**config.mk**
```make
export PLATFORM = sky130hd
export DESIGN_NAME = uart_rx_frame_ctrl
export DESIGN_NICKNAME = d
export VERILOG_FILES = /design/src/rtl/uart_rx_frame_ctrl.sv
export SDC_FILE = /design/constraint.sdc
export NUM_CORES = 1
export LEC_CHECK = 0
export BUFFER_PORTS_ARGS = -buffer_cell sky130_fd_sc_hd__buf_2
export CAP_MARGIN = 30
export CORE_MARGIN = 5
export CORE_UTILIZATION = 47
export DETAILED_ROUTE_END_ITERATION = 8
export PLACE_DENSITY = 0.8
export SLEW_MARGIN = 20
export SYNTH_ARGS = -nofsm -noshare
export SYNTH_HDL_FRONTEND = slang
export SYNTH_SLANG_ARGS = --single-unit
```
**constraint.sdc**
```tcl
create_clock -name CLK -period 5.4 [get_ports CLK]
set_input_delay 0.27 -clock CLK [delete_from_list [all_inputs] [get_ports CLK]]
set_output_delay 0.27 -clock CLK [all_outputs]
set_load 0.01 [all_outputs]
```
**src/rtl/uart_rx_frame_ctrl.sv**
```systemverilog
// UART receive frame controller: start detection, 3-sample majority voting,
// LSB-first deserialisation, parity/stop checking and one-cycle result pulses.
module uart_rx_frame_ctrl #(
  parameter int DATA_WIDTH = 8,
  parameter int PRESCALE   = 8,
  localparam int EW        = $clog2(PRESCALE)
) (
  input  logic                  CLK,
  input  logic                  RST,
  input  logic                  RX_IN,
  input  logic                  PAR_EN,
  input  logic                  PAR_TYP,
  input  logic [EW-1:0]         Edge_Counts,
  input  logic [3:0]            Bit_Counts,
  output logic                  Counter_Enable,
  output logic                  Parity_Enable,
  output logic [DATA_WIDTH-1:0] P_DATA,
  output logic                  Data_Valid,
  output logic                  Parity_Error,
  output logic                  Stop_Error
);

  typedef enum logic [2:0] {IDLE, START, DATA, PARITY, STOP} state_t;

  localparam logic [EW-1:0] EDGE_S0   = EW'(PRESCALE / 2 - 1);
  localparam logic [EW-1:0] EDGE_S1   = EW'(PRESCALE / 2);
  localparam logic [EW-1:0] EDGE_S2   = EW'(PRESCALE / 2 + 1);
  localparam logic [EW-1:0] EDGE_DEC  = EW'(PRESCALE / 2 + 2);
  localparam logic [EW-1:0] EDGE_LAST = EW'(PRESCALE - 1);
  localparam logic [3:0]    BC_DLAST  = 4'(DATA_WIDTH);
  localparam logic [3:0]    BC_PAR    = 4'(DATA_WIDTH + 1);

  state_t                  state_q, state_d;
  logic [2:0]              samp_q, samp_d;
  logic [DATA_WIDTH-1:0]   shift_q, shift_d;
  logic [DATA_WIDTH-1:0]   p_data_q, p_data_d;
  logic                    rpar_q, rpar_d;
  logic                    perr_q, perr_d;
  logic                    par_en_q, par_en_d;
  logic                    par_typ_q, par_typ_d;
  logic                    data_valid_q, data_valid_d;
  logic                    parity_error_q, parity_error_d;
  logic                    stop_error_q, stop_error_d;
  logic                    decide, wrap, bit_v, mismatch;

  function automatic logic maj3(input logic [2:0] s);
    return (s[0] & s[1]) | (s[0] & s[2]) | (s[1] & s[2]);
  endfunction

  always_comb begin
    state_d        = state_q;
    samp_d         = samp_q;
    shift_d        = shift_q;
    p_data_d       = p_data_q;
    rpar_d         = rpar_q;
    perr_d         = perr_q;
    par_en_d       = par_en_q;
    par_typ_d      = par_typ_q;
    data_valid_d   = 1'b0;
    parity_error_d = 1'b0;
    stop_error_d   = 1'b0;
    mismatch       = 1'b0;
    decide         = (Edge_Counts == EDGE_DEC);
    wrap           = (Edge_Counts == EDGE_LAST);
    bit_v          = maj3(samp_q);

    if (state_q != IDLE) begin
      if (Edge_Counts == EDGE_S0) samp_d[0] = RX_IN;
      if (Edge_Counts == EDGE_S1) samp_d[1] = RX_IN;
      if (Edge_Counts == EDGE_S2) samp_d[2] = RX_IN;
    end

    case (state_q)
      IDLE: begin
        if (!RX_IN) begin
          state_d   = START;
          par_en_d  = PAR_EN;
          par_typ_d = PAR_TYP;
          rpar_d    = 1'b0;
          perr_d    = 1'b0;
        end
      end
      START: begin
        if (decide && bit_v) state_d = IDLE;
        else if (wrap) begin
          if (Bit_Counts != 4'd0) mismatch = 1'b1;
          else                    state_d  = DATA;
        end
      end
      DATA: begin
        if (decide) begin
          shift_d = {bit_v, shift_q[DATA_WIDTH-1:1]};
          rpar_d  = rpar_q ^ bit_v;
        end
        if (wrap) begin
          if (Bit_Counts == 4'd0 || Bit_Counts > BC_DLAST) mismatch = 1'b1;
          else if (Bit_Counts == BC_DLAST) state_d = par_en_q ? PARITY : STOP;
        end
      end
      PARITY: begin
        if (decide) perr_d = bit_v ^ rpar_q ^ par_typ_q;
        if (wrap) begin
          if (Bit_Counts != BC_PAR) mismatch = 1'b1;
          else                      state_d  = STOP;
        end
      end
      STOP: begin
        // Frame ends at the stop bit's decide edge, leaving its tail free for the next start bit.
        if (decide) begin
          state_d = IDLE;
          if (perr_q)      parity_error_d = 1'b1;
          else if (!bit_v) stop_error_d   = 1'b1;
          else begin
            p_data_d     = shift_q;
            data_valid_d = 1'b1;
          end
        end else if (wrap) begin
          mismatch = 1'b1;
        end
      end
      default: state_d = IDLE;
    endcase

    if (mismatch) begin
      state_d      = IDLE;
      stop_error_d = 1'b1;
    end
  end

  always_ff @(posedge CLK) begin
    if (!RST) begin
      state_q        <= IDLE;
      samp_q         <= '0;
      shift_q        <= '0;
      p_data_q       <= '0;
      rpar_q         <= 1'b0;
      perr_q         <= 1'b0;
      par_en_q       <= 1'b0;
      par_typ_q      <= 1'b0;
      data_valid_q   <= 1'b0;
      parity_error_q <= 1'b0;
      stop_error_q   <= 1'b0;
    end else begin
      state_q        <= state_d;
      samp_q         <= samp_d;
      shift_q        <= shift_d;
      p_data_q       <= p_data_d;
      rpar_q         <= rpar_d;
      perr_q         <= perr_d;
      par_en_q       <= par_en_d;
      par_typ_q      <= par_typ_d;
      data_valid_q   <= data_valid_d;
      parity_error_q <= parity_error_d;
      stop_error_q   <= stop_error_d;
    end
  end

  assign Counter_Enable = (state_q != IDLE);
  assign Parity_Enable  = par_en_q;
  assign P_DATA         = p_data_q;
  assign Data_Valid     = data_valid_q;
  assign Parity_Error   = parity_error_q;
  assign Stop_Error     = stop_error_q;

endmodule

```
# Word-level counts from Yosys, hierarchy flattened
# Cells that the tools add are included.
[op_classes] order_cmp=1 eq_ne=22 mux=34 bitwise=12 reduce_logical=20
[ops] cell="3-bit 2-to-1 mux" count=11
[ops] cell="1-bit 2-to-1 mux" count=19
[ops] cell="2-bit inequality test (second input constant)" count=9
[ops] cell="3-bit == test (second input constant)" count=5
[ops] cell="3-bit case mux with 5 select lines" count=1
[ops] cell="2-bit AND reduction" count=5
[ops] cell="3-bit by 2-bit == test with 1-bit output (second input constant)" count=3
[ops] cell="3-bit AND reduction" count=3
[ops] cell="9-bit AND reduction" count=1
[ops] cell="3-bit inequality test (second input constant)" count=2
[ops] cell="1-bit inverter" count=5
[ops] cell="4-bit == test (second input constant)" count=1
[ops] cell="4-bit > comparator (second input constant)" count=1
[ops] cell="4-bit logical NOT" count=1
[ops] cell="4-bit inequality test (second input constant)" count=1
[ops] cell="1-bit case mux with 2 select lines" count=2
[ops] cell="1-bit case mux with 4 select lines" count=1
[ops] cell="4-bit AND reduction" count=1
[ops] cell="2-bit nonzero test" count=2
[ops] cell="4-bit nonzero test" count=1
[ops] cell="4-bit OR reduction" count=1
[ops] cell="1-bit bitwise AND" count=3
[ops] cell="3-bit by 1-bit == test with 1-bit output (second input constant)" count=1
[ops] cell="3-bit logical NOT" count=1
[ops] cell="6 further kinds" count=8
[totals] ff_bits=29 input_bits=12 out_inout_bits=13 word_cells=102

# Logic depth before layout (Yosys ltp)
[logic_depth] word_depth=8 depth_mapped=6 depth_no_buf=5

# Worst setup path before layout
# No wires, ideal clock.
[synth_timing] path_kind="register to register" startpoint="register state_q[2]" endpoint="register state_q[0]" setup_ns=0.080 arrival_ns=1.764 slack_ns=3.556 path_stages_with_launch=6 path_buffers=1 synth_period_minus_slack_ns=1.844 path_cell_list="dfxtp_1 buf_2 and2b_1 a2111o_1 or4_1 a211oi_2"
[synth_between] elab_chain_len=3 elab_cells_between_ends=18
[synth_lines] element="start, declared" line_no="33" source="state_t state_q, state_d;"
[synth_lines] element="start signal, assigned" line_no="144" source="state_q <= state_d;"
[synth_lines] element="3-bit by 1-bit == test with 1-bit output (tied with other cells)" line_no="73" source="case (state_q)"
[synth_lines] element="3-bit inequality test (no source line) (tied with other cells)"
[synth_lines] element="9-bit AND reduction (no source line) or 2-bit OR reduction (tied branches)"
# Several ways; a longest one is shown, not always the timed one.
# A chain may end at the register's enable or synchronous reset.

# Worst setup path after layout
# Ends and elaborated chain as after synthesis.

==> summary.txt <==
Pwr
  • Total Power: 0.5108 mW
  • Peak supply drop: 260.1 µV
  • PD cells: 336.3 mW/mm²
  • Pleak: 0.6602 nW

Routing
  • Routed len/inst: 13.33 µm
  • Final wirelength: 2.772 mm
  • DRC: 0
  • DRT Pass-1 Iters: 4
  • Post-route ant nets: 0
  • Initial DRC count: 28
  • Drt via density: 5.548
  • DR vias: 1,154

Global route
  • Grt ovf: 0
  • Vias in the first global route: 1,145
  • Global-route wire length before repair: 5.037 mm
  • Overall routing resource usage: 0.1544
  • Initial antenna violation count: 0
  • Pin count of the biggest net entering global routing: 28

Logic synthesis
  • Synth Net Count: 164
  • Mapped Area: 0.001329 mm²
  • Mapped Cells: 152
  • Yosys cell types: 41
  • Synth Area per Inst: 8.742 µm²
  • Seq/Total Area, Yosys: 0.4369
  • Yosys synthesis warning count: 0
  • Yosys reg bits: 29

Clocking
  • Max H-tree Level: 2
  • Clk Latency, worst-skew pair: 0.33 ns
  • Clock slew at reported path FFs: 0.09 ns
  • Post-CTS Hold Buffers: 0
  • CTS tree: yes
  • Num Clock Sinks: 29
  • Root Driver: clkbuf_4
  • Clk buf depth: 2
  • # resized after CTS: 0
  • Total CTS buffers: 5
  • Post-CTS setup-driven buffer insertion count: 0

Placement
  • Placement Setup Slack: 3.036 ns
  • DP Wirelength: 1.974 mm
  • Placed Area: 0.001459 mm²
  • Port-buffer cells: 24
  • Final RePlAce weighted congestion: 0.8849
  • DP Cell Count: 200

Layout
  • Fin cells: 208
  • Fin area: 0.001519 mm²
  • # diodes: 0
  • Final net count: 188
  • P&R area growth vs syn: 14.31%
  • Final core utilization: 0.5556
  • Layout cell share with drive strength beyond 1: 0.2147

Status
  • Status: finished, final reports clean

Die
  • DIE AREA: 0.003990 mm²
  • # rows: 19
  • Initial core utilization: 0.4860
  • DIE WIDTH: 63.17 µm
  • Die Span Y: 63.17 µm
  • IO Pins: 25
  • Total core area: 0.002734 mm²

Worst hold path
  • Hold path startpoint: PAR_TYP
  • Min-Delay Path Class: input pin to flop

Setup path
  • Critical Path End Type: flop
  • Crit path cell chain: nor3b_2, a21boi_1, a2111o_1, or4_1, a211oi_2
  • Crit Path Class: flop to flop
  • Setup crit start kind: flop
  • Worst path max stage delay: 0.54 ns
  • Top Family by Delay on Critical Path: compound AO/OA/AOI/OAI gates
  • CP Max Fanout: 11
  • Critical Path Source: state_q[2]$_SDFFE_PP0P_
  • CP Buf/Inv Count: 0
  • Crit path arrival time: 2.39 ns
  • CP required: 5.63 ns
  • Reg-to-reg startpoint: state_q[2]$_SDFFE_PP0P_
  • CP max-delay cell: dfxtp_1

Timing
  • Final Skew: 0.007962 ns
  • Final WS setup: 3.241 ns
  • Max-slew violations: 0
  • Count of final hold-check violations: 0
  • RSZ-0062 raised after global routing: no
  • Achievable Freq: 463.1 MHz
  • Worst-Margin Slew: 0.7222 ns
  • Final setup viols: 0
  • Shortest period the worst path allows: 2.159 ns
  • Worst rel slew slack: 0.5156
  • Total negative setup slack: 0 ns
  • Post-route clock period utilization: 0.3999
  • WHS: 0.1813 ns

Job
  • Max cap viols: 0
[cell families after synthesis]
logic type / Yosys count / synth area share
AO/OA/AOI/OAI: 27 / 0.1394
XOR/XNOR: 3 / 0.01978
adder cells (fa/ha/maj): 1 / 0.01036
buffers and inverters: 9 / 0.02730
flip-flops: 29 / 0.4369
multiplexers: 13 / 0.09792
AND/OR/NAND/NOR: 70 / 0.2684
[Yosys cell counts, drive strengths merged]
cell type	n	area [µm²]
a2111o	1	11.26
o21ai	3	15.01
a32oi	1	8.760
nand2b	2	12.51
clkbuf	5	18.77
nor3b	2	15.01
nor2b	4	25.02
nand2	18	67.56
or3b	1	8.760
or2	1	6.260
nor4b	1	8.760
dfxtp	29	580.6
nor2	16	60.06
o311a	1	10.01
and3b	1	8.760
maj3	1	13.76
o41a	1	11.26
inv	1	3.750
xnor2	2	17.52
xor2	1	8.760
nor3	5	30.03
and2b	1	7.510
a21o	1	7.510
clkinv	1	3.750
nand3	11	55.05
o211a	1	10.01
nand4b	2	17.52
a211oi	2	20.02
o21a	1	7.510
a21boi	1	7.510
o211ai	1	7.510
nand4	1	6.260
or4	2	15.01
a31oi	1	6.260
a21oi	11	55.05
a22oi	1	7.510
nor4	2	12.51
buf	2	10.01
mux2i	13	130.1
[tightest hold or removal path, delay by kind of cell]
kind	cells	cell delay, ns
and+or+nand+nor	1	0.05
AOI/OAI and AO/OA	1	0.05
buffers and inverters	1	0.09
[flip-flops by register name (all words and copies together), names as in the netlist]
register,count
state_q,3
Stop_Error,1
Data_Valid,1
Parity_Enable,1
samp_q,3
perr_q,1
shift_q,8
rpar_q,1
par_typ_q,1
P_DATA,8
Parity_Error,1
[power by group]
group          total [mW]  switching [mW]  internal [mW]
combinational       0.141          0.0818         0.0587
clock               0.124          0.0753         0.0489
sequential          0.246          0.0213          0.225
total               0.511           0.178          0.332
[layout make-up]
cell class | instances | area (µm²)
Clock inverter | 3 | 17.52
Tap cell | 31 | 38.79
Inverter | 2 | 7.507
Timing Repair Buffer | 24 | 120.1
Sequential cell | 29 | 580.6
Clock buffer | 5 | 37.54
Multi-Input combinational cell | 114 | 716.9
Fill cell | 253 | 1215
[layout by cell type (no fill, tap or decap), drive strengths merged, types with 2 or more instances in the layout]
cell    Yosys  routed
a21oi      11      11
nand4b      2       2
or4         2       2
nor3        5       5
clkbuf      5       5
a211oi      2       2
nor3b       2       2
o21ai       3       3
dfxtp      29      29
clkinv      1       3
nor2       16      16
nand3      11      11
nand2b      2       2
nor4        2       2
nand2      18      18
buf         2      24
xnor2       2       2
nor2b       4       4
mux2i      13      13
[worst paths after layout]
kind	slack [ns]	end	cells past startpoint
setup / recovery	3.24	state_q[0]$_SDFFE_PP0P_	5
hold / removal	0.18	par_typ_q$_SDFFE_PN0P_	3
hold reg to reg	0.47	shift_q[0]$_SDFFE_PN0P_	2
setup reg to reg	3.24	state_q[0]$_SDFFE_PP0P_	5
[layer usage]
metal  track usage  up-vias  part of all wire
li1              -      590                 -
met1        0.1827      542              0.45
met2        0.2474       15              0.48
met3       0.06394        7             0.051
met4       0.05974        0             0.017
met5             0        -                 0
No activity file was read; power rests on OpenSTA's default activity.
